File: src/rtl/hazard3_fetch_mem_wait_ctr.sv
// Loadable down-counter for data-phase wait states; flags when the value it
// is about to take is zero so the FSM can leave the stall one cycle early.
module hazard3_fetch_mem_wait_ctr #(
    parameter int W = 2
) (
    input  logic         clk,
    input  logic         rst_n,
    input  logic         load,
    input  logic [W-1:0] load_val,
    input  logic         dec,
    output logic [W-1:0] count,
    output logic         zero_next
);
    logic [W-1:0] count_next;

    always_comb begin
        count_next = count;
        if (load)
            count_next = load_val;
        else if (dec && count != '0)
            count_next = count - 1'b1;
    end

    assign zero_next = (count_next == '0);

    always_ff @(posedge clk or negedge rst_n) begin
        if (!rst_n)
            count <= '0;
        else
            count <= count_next;
    end
endmodule

File: config.mk
export PLATFORM = sky130hd
export DESIGN_NAME = hazard3_fetch_mem_wait_ctr
export DESIGN_NICKNAME = d
export VERILOG_FILES = /design/src/rtl/hazard3_fetch_mem_wait_ctr.sv
export SDC_FILE = /design/constraint.sdc
export NUM_CORES = 1
export LEC_CHECK = 0
export BUFFER_PORTS_ARGS = -buffer_cell sky130_fd_sc_hd__buf_4
export CAP_MARGIN = 30
export CORE_AREA = 2 2 39 41
export CTS_CLUSTER_SIZE = 25
export DETAILED_ROUTE_END_ITERATION = 10
export DIE_AREA = 0 0 41 43
export PLACE_DENSITY = 0.4
export SYNTH_ARGS = -nofsm -noshare
export SYNTH_HDL_FRONTEND = slang
export SYNTH_SLANG_ARGS = --single-unit
File: constraint.sdc
create_clock -name clk -period 1.85 [get_ports clk]
set_input_delay 0.2775 -clock clk [delete_from_list [all_inputs] [get_ports clk]]
set_output_delay 0.2775 -clock clk [all_outputs]
set_load 0.02 [all_outputs]
### Word-level counts from Yosys, hierarchy flattened

Cells that the tools add are included.
W data, S select, Z words.

| cells by class | value |
|---|---|
| add/sub/neg operators | 1 |
| mux-type cells | 2 |
| reduce and logical (&&, ||, !) cells | 3 |

Operators with widths:

| kind | number |
|---|---|
| $mux W2 | 2 |
| $logic_not A2 Y1 | 1 |
| $reduce_bool A2 Y1 | 1 |
| $sub A2 B1 Y2 const B | 1 |
| $logic_and A1 B1 Y1 | 1 |

| word-level totals | value |
|---|---|
| register bits | 2 |
| input bits | 6 |
| output and inout bits | 3 |
| logic and storage cells | 7 |

### Longest topological paths before layout

| depth | value |
|---|---|
| word-level depth | 5 |
| depth in mapped cells | 5 |
| depth with buffers taken out | 5 |

### Worst setup path after synthesis

Ideal clock, no wire load.

| timing | value |
|---|---|
| kind | reg2out |
| start point | reg count[0] |
| end point | out zero_next |
| arrival time | 1328 ps |
| data required time | 1572 ps |
| path slack | 245 ps |
| stages on the path, launching flop included | 5 |
| buffers on the path | 0 |
| path through | dfrtp_1 -> inv_1 -> ha_1 -> and3_1 -> o31a_1 |

| on the way | value |
|---|---|
| cells in the longest elaborated chain, start to end | 5 |
| elaborated cells on any way between the ends | 6 |
| those cells by class | add/sub (1); mux (2); reduce/logical (3) |

Ends and longest elaborated chain:

| what | line | text |
|---|---|---|
| from (decl) | 11 | `output logic [W-1:0] count,` |
| from (signal assigned) | 30 | `count <= count_next;` |
| parallel branches: the longest is 2 deep, another holds $sub A2 B1 Y2 | -- |  |
| $mux W2 * | 20 | `else if (dec && count != '0)` |
| $mux W2 * | 18 | `if (load)` |
| $logic_not A2 Y1 * | 24 | `assign zero_next = (count_next == '0);` |
| to (decl) | 12 | `output logic zero_next` |

Every way passes the cells marked *.

### Worst setup path in the final report

Ends and elaborated chain as after synthesis.

==> results.cfg <==
[status]
status = completed

[yosys]
syn_area_sq_um = 150.1
synth_simple_gate_area_share_pct = 21.67
synth_flop_cell = dfrtp_1
synth_compound_area_share_pct = 18.33
yosys_warnings = 0
synth_mux_area_share_pct = 7.500
yosysTopAreaCell = dfrtp_1
synth_seq_cells = 2
async_flop_share_pct = 100.0
seq_area_frac_synth_pct = 33.33
synth.area.top_cells = dfrtp_1, nor2b_4, ha_1, mux2_2, o21ai_0
synth_cell_types = 12
synth_xor_area_share_pct = 5.833
synth_top_area_share_pct = 33.33
synth_top_family_by_area = simple AND/OR/NAND/NOR gates
synth_common_cells = dfrtp_1, inv_1, nand2_1, o21ai_0
synth_fa_ha_area_share_pct = 8.333
syn_area_per_cell_sq_um = 9.384
syn_nets = 23
syn_inst = 16
synth_edf_count = 0

[finish]
top_register = count
diodes = 0
drive_gt1_share_pct = 61.29
largestRegisters = count: 2 flops
area_growth_pct = 91.67
fin_nets = 40
largest_register_ffs = 2
fin_util_pct = 20.80

[job]
cap_violations = 0

[die]
initial_utilization_pct = 10.85
rows = 14
die_area_sq_um = 1763
die_h_um = 43
core_sq_um = 1384
io_pins = 9
die_w_um = 41

[critical_path]
start_kind = flip-flop
end_kind = output pin
cp_max_fo = 4
rrSetupSlack_ps = 560
crit_arrival_ps = 1520
crit_required_ps = 1570
rr_worst_depth = 5
crit_type = flip-flop to output pin

[cts]
htree_num_levels = 1
clk_path_buf_depth = 2
insertion_delay_ps = 220
cts_buffers = 3
cts_tree = done
cts.sinks = 2
clk_pin_slew_ps = 30
cts_root_buf = clkbuf_4

[global_routing]
grt_first_pass_wirelength_um = 517
grt_remaining_overflow = 0
grt_max_degree = 7
first_global_vias = 156
antenna_found_initial = 0
gr-usage-all-layers_pct = 5.015

[sta]
slew_violations = 0
min_period_ps = 1793
fin_crit_sh_pct = 96.94
rsz0062_at_grt = false
tns_ps = 0
max_slew_margin_pct = 87.27
setup_viol = 0
worst_pin_slew_ps = 189.5
fmax_ghz = 0.5576
finClkSkew_ps = 0.5090
final-hold-violation-count = 0
layout_setup_ws_ps = 56.53

[routing]
ant_nets = 0
drt-total-wl_um = 375
avgViaCountPerCell = 3.553
vias = 167
wl_per_cell_um = 7.979
firstDrtPassIters = 5
first_iter_violations = 7
drc_errors = 0

[placed_design]
portBuffers = 8
pre_cts_ws_ps = 256.8
hpwl_um = 257.4
gp_congestion = 0.5730

[min_path]
holdPathStages = 2
min-delay-path-class = input pin to flip-flop

[pwr]
irDropWorstVdd_v = 0.0002709
leakage_uw = 0.0001414
powerDensity_nw_per_um2 = 908.3
total_power_uw = 261.4
==> final cells by class <==
cell class / count / area, sq um
Fill cell: 157 / 1096
Multi-Input combinational cell: 12 / 95.09
Sequential cell: 2 / 50.05
Inverter: 2 / 7.507
Timing Repair Buffer: 12 / 92.59
Tap cell: 16 / 20.02
Clock buffer: 3 / 22.52
==> worst max-delay path: stages (launching register included) <==
cell and delay [ps]:
dfrtp_1 390, inv_1 70, ha_2 260, and3_1 150, o31a_1 270, buf_4 150
==> stage by stage <==
stage               cell area [sq um]  std cells  hold WS (ps)
floorplan                       150.1         16        -18.09
global placement                230.2         40         61.83
detailed placement              230.2         40         65.53
CTS                             262.8         44         257.6
global route                    287.8         47         272.6
finish                          287.8         47         263.2
==> power breakdown <==
| group | switching, uW | leakage, uW | total, uW | internal, uW |
|---|---|---|---|---|
| clock network | 23.6 | 0.0000138 | 95.0 | 71.4 |
| registers | 6.77 | 0.0000241 | 58.1 | 51.4 |
| logic | 48.0 | 0.000104 | 108 | 60.3 |
| total | 78.3 | 0.000141 | 261 | 183 |
==> metal layers <==
layer  global-route usage (%)  up-vias  wire length [um]
met5                        0        -                 0
met3                    3.141        0                62
met2                    5.938        9               143
met1                    5.128       73               169
li1                         -       85                 -
met4                    6.000        0                 0
==> path summary, 6_finish.rpt <==
kind / endpoint / start
min in group asynchronous: count[1] / rst_n
setup reg to reg: count[1] / count[0]
hold reg to reg: count[1] / count[1]
hold / removal: count[1] / load
max in group asynchronous: count[0] / rst_n
setup / recovery: zero_next / count[0]
==> logic make-up (layout without fill, tap and decap cells) <==
group,Yosys count,count (layout)
AND/OR/NAND/NOR,5,5
AO/OA/AOI/OAI,4,4
flip-flops,2,2
buffers and inverters,2,17
adder cells (fa/ha/maj),1,1
XOR/XNOR,1,1
multiplexers,1,1
==> what timing repair did <==
action / in CTS / in global routing
buffers inserted: 0 / 3
resized for setup: 0 / 2
endpoints found under the setup margin: 0 / 1
hold buffers: 1 / 0
endpoints found under the hold margin: 2 / 0
==> cells in the final DEF, fill, tap and decap left out <==
master | synthesis | layout
dlygate4sd3_1 | 0 | 1
o31a_1 | 1 | 1
clkbuf_4 | 0 | 3
nor2b_4 | 1 | 1
inv_2 | 0 | 1
mux2_2 | 1 | 1
buf_4 | 0 | 11
o21ai_0 | 2 | 2
xnor2_1 | 1 | 1
and3_1 | 1 | 1
inv_1 | 2 | 1
dfrtp_1 | 2 | 2
o21ai_2 | 1 | 1
nor3_1 | 1 | 1
nand2_1 | 2 | 2
ha_2 | 0 | 1
No activity file was read; power rests on OpenSTA's default activity.
